[config.mk]
export PLATFORM = sky130hd
export DESIGN_NAME = mem_arbiter
export DESIGN_NICKNAME = d
export VERILOG_FILES = /design/src/rtl/mem_arbiter_pkg.sv /design/src/rtl/mem_arb_prio.sv /design/src/rtl/mem_arbiter.sv
export SDC_FILE = /design/constraint.sdc
export NUM_CORES = 1
export LEC_CHECK = 0
export ABC_AREA = 1
export BUFFER_PORTS_ARGS = -buffer_cell sky130_fd_sc_hd__clkbuf_2
export CORE_AREA = 8 8 100 102
export DETAILED_ROUTE_END_ITERATION = 10
export DIE_AREA = 0 0 108 110
export GPL_TIMING_DRIVEN = 0
export PLACE_DENSITY = 0.68
export SLEW_MARGIN = 40
export SYNTH_ARGS = -nofsm -noshare
export SYNTH_HDL_FRONTEND = slang
export SYNTH_HIERARCHICAL = 1
export SYNTH_SLANG_ARGS = --single-unit
[constraint.sdc]
create_clock -name clk -period 1.68 [get_ports clk]
set_clock_uncertainty 0.1 [all_clocks]
set_input_delay 0.084 -clock clk [delete_from_list [all_inputs] [get_ports clk]]
set_output_delay 0.084 -clock clk [all_outputs]
set_load 0.005 [all_outputs]
[src/rtl/mem_arbiter_pkg.sv]
// Shared encodings for the data-RAM arbiter: response owner, legal byte-select
// codes and write-enable levels.
package mem_arbiter_pkg;

    typedef enum logic [1:0] {
        OWN_NONE = 2'd0,
        OWN_D    = 2'd1,
        OWN_I    = 2'd2
    } owner_e;

    localparam logic [3:0] SelByte0  = 4'b0001;
    localparam logic [3:0] SelByte1  = 4'b0010;
    localparam logic [3:0] SelByte2  = 4'b0100;
    localparam logic [3:0] SelByte3  = 4'b1000;
    localparam logic [3:0] SelHalfLo = 4'b0011;
    localparam logic [3:0] SelHalfHi = 4'b1100;
    localparam logic [3:0] SelWord   = 4'b1111;
    localparam logic [3:0] MenSelNop = 4'b0000;

    localparam logic WriteEnable  = 1'b1;
    localparam logic WriteDisable = 1'b0;

    // A D-side select is legal when it is a single byte, an aligned half-word
    // or an aligned word.
    function automatic logic sel_legal(input logic [3:0] sel, input logic [1:0] addr_lo);
        logic ok;
        case (sel)
            SelByte0, SelByte1, SelByte2, SelByte3: ok = 1'b1;
            SelHalfLo: ok = (addr_lo == 2'b00);
            SelHalfHi: ok = (addr_lo == 2'b10);
            SelWord:   ok = (addr_lo == 2'b00);
            default:   ok = 1'b0;
        endcase
        return ok;
    endfunction

endpackage

[src/rtl/mem_arb_prio.sv]
// Grant decision between the D and I ports with a starvation counter that
// forces a waiting fetch through after STARVE_MAX consecutive D grants.
module mem_arb_prio #(
    parameter int unsigned STARVE_MAX = 4
) (
    input  logic clk,
    input  logic rst,
    input  logic d_req,
    input  logic i_req,
    output logic d_gnt,
    output logic i_gnt
);

    localparam int unsigned CntW = $clog2(STARVE_MAX + 1);
    localparam logic [CntW-1:0] CntMax = CntW'(STARVE_MAX);

    logic [CntW-1:0] starve_q, starve_d;
    logic            force_i;

    // Grant decision: D wins unless I has waited long enough; nothing granted in reset.
    always_comb begin
        force_i = i_req && (starve_q == CntMax);
        i_gnt   = !rst && i_req && (!d_req || force_i);
        d_gnt   = !rst && d_req && !force_i;
    end

    // Starve counter next state: counts D grants that pass over a waiting I.
    always_comb begin
        starve_d = starve_q;
        if (i_gnt || !i_req) begin
            starve_d = '0;
        end else if (d_gnt && (starve_q != CntMax)) begin
            starve_d = starve_q + CntW'(1);
        end
    end

    // Starve counter register.
    always_ff @(posedge clk) begin
        if (rst) begin
            starve_q <= '0;
        end else begin
            starve_q <= starve_d;
        end
    end

endmodule

[src/rtl/mem_arbiter.sv]
// Single-port RAM arbiter between the execute-stage load/store port (D) and the
// fetch port (I). Grants one access per cycle, rejects illegal requests without
// touching the RAM and returns the response one cycle later to its owner.
module mem_arbiter
    import mem_arbiter_pkg::*;
#(
    parameter int unsigned ADDR_W     = 32,
    parameter int unsigned DATA_W     = 32,
    parameter int unsigned STARVE_MAX = 4
) (
    input  logic              clk,
    input  logic              rst,
    input  logic              d_req,
    input  logic              d_we,
    input  logic [3:0]        d_sel,
    input  logic [ADDR_W-1:0] d_addr,
    input  logic [DATA_W-1:0] d_wdata,
    output logic              d_gnt,
    output logic              d_rvalid,
    output logic [DATA_W-1:0] d_rdata,
    output logic              d_err,
    input  logic              i_req,
    input  logic [ADDR_W-1:0] i_addr,
    output logic              i_gnt,
    output logic              i_rvalid,
    output logic [DATA_W-1:0] i_rdata,
    output logic              i_err,
    output logic              ram_en,
    output logic              ram_we,
    output logic [3:0]        ram_sel,
    output logic [ADDR_W-1:0] ram_addr,
    output logic [DATA_W-1:0] ram_wdata,
    input  logic [DATA_W-1:0] ram_rdata
);

    owner_e owner_q, owner_d;
    logic   err_q, err_d;
    logic   rd_q, rd_d;   // response carries RAM read data
    logic   d_ok, i_ok;

    mem_arb_prio #(
        .STARVE_MAX(STARVE_MAX)
    ) u_prio (
        .clk  (clk),
        .rst  (rst),
        .d_req(d_req),
        .i_req(i_req),
        .d_gnt(d_gnt),
        .i_gnt(i_gnt)
    );

    // RAM strobe and payload for the granted access; illegal requests stay off the RAM.
    always_comb begin
        d_ok      = sel_legal(d_sel, d_addr[1:0]);
        i_ok      = (i_addr[1:0] == 2'b00);
        ram_en    = 1'b0;
        ram_we    = WriteDisable;
        ram_sel   = MenSelNop;
        ram_addr  = '0;
        ram_wdata = '0;
        if (d_gnt && d_ok) begin
            ram_en    = 1'b1;
            ram_we    = d_we ? WriteEnable : WriteDisable;
            ram_sel   = d_sel;
            ram_addr  = d_addr;
            ram_wdata = d_wdata;
        end else if (i_gnt && i_ok) begin
            ram_en   = 1'b1;
            ram_we   = WriteDisable;
            ram_sel  = SelWord;
            ram_addr = i_addr;
        end
    end

    // Response owner next state, captured from this cycle's grant.
    always_comb begin
        owner_d = OWN_NONE;
        err_d   = 1'b0;
        rd_d    = 1'b0;
        if (d_gnt) begin
            owner_d = OWN_D;
            err_d   = !d_ok;
            rd_d    = d_ok && !d_we;
        end else if (i_gnt) begin
            owner_d = OWN_I;
            err_d   = !i_ok;
            rd_d    = i_ok;
        end
    end

    // Response owner register.
    always_ff @(posedge clk) begin
        if (rst) begin
            owner_q <= OWN_NONE;
            err_q   <= 1'b0;
            rd_q    <= 1'b0;
        end else begin
            owner_q <= owner_d;
            err_q   <= err_d;
            rd_q    <= rd_d;
        end
    end

    // Response routing; masked while rst is high so an in-flight response is dropped.
    always_comb begin
        d_rvalid = !rst && (owner_q == OWN_D);
        i_rvalid = !rst && (owner_q == OWN_I);
        d_err    = d_rvalid && err_q;
        i_err    = i_rvalid && err_q;
        d_rdata  = (d_rvalid && rd_q) ? ram_rdata : '0;
        i_rdata  = (i_rvalid && rd_q) ? ram_rdata : '0;
    end

endmodule
==> flow_metrics.tcl <==
set metrics [dict create \
    cts-root-to-sink-buffers 2 \
    post_detailed_route_via_to_cell_ratio 3.98 \
    ys_seq_area_share_pct 8.68 \
    cts_made_buffers 3 \
    hold_depth 2 \
    postSynthCellCount 363 \
    start_util_pct 19.1 \
    clk-insertion-delay-late_ns 0.22 \
    syn-cell-area_um2 1610 \
    layout.cells.most_common_list "sky130_fd_sc_hd__clkbuf_2 (240), sky130_fd_sc_hd__nor2_1 (96), sky130_fd_sc_hd__inv_1 (84)" \
    status "finished, violations left" \
    r2r_slack_ns 0.05 \
    tritoncts "yes" \
    intPower_uw 588 \
    r2r-end "owner_q[1]" \
    final_number_of_setup_violating_endpoints 65 \
    worst-slew-pin-transition_ns 0.227 \
    std_cell_rows 34 \
    p_clk_share_pct 25.1 \
    r2r-start "u_prio/starve_q[0]" \
    io-pin-count 277 \
    area.growth.synth_to_final_pct 129 \
    cp_data_required_time_ns 1.50 \
    critical_path_arrival_ns 1.75 \
    routed_wire_length_per_instance_um 13.7 \
    unrepaired_setup_endpoints_after_global_routing "yes" \
    initialDrtViolationCount 95 \
    power_switching_uw 311 \
    synth_nets 502 \
    port_buffers 276 \
    number_of_remaining_drc_errors 0 \
    ys_warn_count 6 \
    vias_in_the_first_global_route 3057 \
    final_common_cell "sky130_fd_sc_hd__clkbuf_2" \
    dieHeight_um 110 \
    power_leakage_nw 2.59 \
    layout.core_utilization_pct 43.7 \
    fp.dieW_um 108 \
    worst_hold_slack_ns 0.0527 \
    htree_levels 1 \
    post_route_cells_drive_above_1_share_pct 56.1 \
    drt_first_pass_iters 5 \
    startpoint_type_of_the_worst_setup_path "flop" \
    ys_ff_latch 7 \
    clock-sinks 7 \
    final-hold-violation-count 0 \
    worst-setup-path-type "reg2out" \
    combinational_power_share_pct 55.5 \
    grt.total_usage_pct 15.8 \
    cap_viol_max_count 0 \
    gp_routability_congestion 0.789 \
    die_area_um2 11900 \
    postRouteWirelength_um 10500 \
    ys_types 19 \
    cts.hold.buffers_added 0 \
    leftover_overflow_at_the_end_of_global_routing 0 \
    reg2regPathDepth 10 \
    root_buffer "sky130_fd_sc_hd__clkbuf_8" \
    filler_cell_count 942 \
    grt_start_max_net_pins 11 \
    nets_finish 799 \
    violations "negative setup slack" \
    peak_fanout_along_the_critical_path 3 \
    worst_setup_hold_path_clk_slew_ns 0.04 \
    power.share.sequential_pct 19.4 \
    cellPowerDensity_nw_per_um2 243 \
    cp_capture_type "output port" \
    post_synth.cell_area_avg_um2 4.45 \
    power.ir.vdd_worst_mv 0.168 \
    hold_path.class "in2reg" \
    routed-via-count 3055 \
    switching_share_pct 34.6 \
    detailedPlacementHpwl_um 9210 \
    worstHoldStart "rst" \
    maxSlewHeadroom_pct 84.7 \
    total_power_uw 899 \
    min_period_ns 1.93 \
    antenna_cells_inserted 0 \
    postRouteAntennaNets 0 \
    antenna_violations_before_repair 0 \
    whs_endpoint "rd_q" \
    coreArea_um2 8470 \
    global_route_wire_length_before_repair_um 15100 \
    min_period_over_period_pct 115 \
    setup_ws_ns -0.252 \
    max_freq_mhz 518 \
    slew_violations 0 \
]
## what timing repair did
| action | 4_1_cts | 5_1_grt |
|---|---|---|
| pin swaps | 23 | 32 |
| buffers inserted | 10 | 1 |
| endpoints found under the setup margin | 93 | 82 |
| resized for setup | 48 | 99 |
| cloned | 5 | 0 |
## per-layer routing
layer  vias up  global-route usage, %  wire length, um
met2       170                   30.6             5560
met4         0                   2.08               51
met3         4                   7.79             1490
met1      1254                   14.8             3420
met5         -                      0                0
li1       1627                      -                -
## cell type report
cell class                 instances  area [um^2]  share of cell area [%]
timing repair buffer             292         1570                    42.5
multi-input combinational        248         1260                    34.1
inverter                          89          337                    9.10
buffer                            19          206                    5.58
sequential                         7          143                    3.86
tap                              108          135                    3.65
clock buffer                       4         45.0                    1.22
## state kept, by name (all words and copies together) (netlist names)
register and cells:
err_q 1, owner_q 2, rd_q 1, u_prio/starve_q 3
## Yosys cell counts
| cell type | instances | area [um^2] |
|---|---|---|
| sky130_fd_sc_hd__a31oi_1 | 1 | 6.26 |
| sky130_fd_sc_hd__nand2_2 | 2 | 12.5 |
| sky130_fd_sc_hd__inv_2 | 1 | 3.75 |
| sky130_fd_sc_hd__ha_1 | 2 | 25.0 |
| sky130_fd_sc_hd__nor2_1 | 112 | 420 |
| sky130_fd_sc_hd__inv_1 | 88 | 330 |
| sky130_fd_sc_hd__buf_2 | 8 | 40.0 |
| sky130_fd_sc_hd__buf_6 | 5 | 56.3 |
| sky130_fd_sc_hd__nand2_1 | 86 | 323 |
| sky130_fd_sc_hd__a21oi_1 | 2 | 10.0 |
| sky130_fd_sc_hd__nand3_1 | 34 | 170 |
| sky130_fd_sc_hd__nor2_2 | 1 | 6.26 |
| sky130_fd_sc_hd__nor3_1 | 2 | 10.0 |
| sky130_fd_sc_hd__nand4_1 | 1 | 6.26 |
| sky130_fd_sc_hd__clkbuf_1 | 6 | 22.5 |
| sky130_fd_sc_hd__dfxtp_1 | 7 | 140 |
| sky130_fd_sc_hd__o21ai_0 | 3 | 15.0 |
| sky130_fd_sc_hd__nor4_1 | 1 | 6.26 |
| sky130_fd_sc_hd__nand3_2 | 1 | 10.0 |
## cells by family after synthesis
group           share of synthesized area (%)
fa+ha+maj                                1.55
simple gates                             59.8
buf+inv                                  28.1
compound gates                           1.94
flops                                    8.68
## power by group through the flow
stage | combinational (mW) | sequential (mW) | clock, mW
2_1_floorplan | 0.161 | 0.176 | 0
3_3_place_gp | 0.414 | 0.177 | 0
3_5_place_dp | 0.418 | 0.177 | 0
4_1_cts | 0.462 | 0.175 | 0.231
5_1_grt | 0.553 | 0.175 | 0.245
6_report | 0.499 | 0.175 | 0.225
## worst max-delay path: stages (launching register included)
cell and delay (ns):
sky130_fd_sc_hd__dfxtp_2 0.32, sky130_fd_sc_hd__inv_2 0.07, sky130_fd_sc_hd__ha_4 0.16, sky130_fd_sc_hd__nand2_4 0.07, sky130_fd_sc_hd__a21oi_4 0.15, sky130_fd_sc_hd__inv_2 0.07
sky130_fd_sc_hd__buf_4 0.14, sky130_fd_sc_hd__buf_6 0.10, sky130_fd_sc_hd__buf_4 0.11, sky130_fd_sc_hd__buf_4 0.12, sky130_fd_sc_hd__o21ai_1 0.10, sky130_fd_sc_hd__buf_2 0.12
## worst max path at each step
| stage | start | endpoint | slack (ns) | cells past startpoint |
|---|---|---|---|---|
| floorplan | u_prio/starve_q[0] | ram_addr[27] | 0.04 | 9 |
| global placement | u_prio/starve_q[0] | ram_addr[29] | -0.43 | 10 |
| detailed placement | u_prio/starve_q[0] | ram_addr[29] | -0.45 | 10 |
| CTS | u_prio/starve_q[1] | ram_addr[8] | -0.22 | 11 |
| global route | u_prio/starve_q[0] | ram_addr[21] | -0.34 | 11 |
| finish | u_prio/starve_q[0] | ram_en | -0.25 | 11 |
## per-stage QoR
stage / setup slack [ns] / setup TNS (ns) / instance area [um^2] / std cells
after global placement: -0.433 / -12.86 / 3140 / 747
after global routing: -0.341 / -17.24 / 3700 / 767
after detailed placement: -0.455 / -14.37 / 3140 / 747
after floorplan: 0.0416 / 0 / 1620 / 363
final: -0.252 / -9.92 / 3700 / 767
after CTS: -0.221 / -9.41 / 3480 / 766
Note: power is estimated with default switching activity, not from simulation.
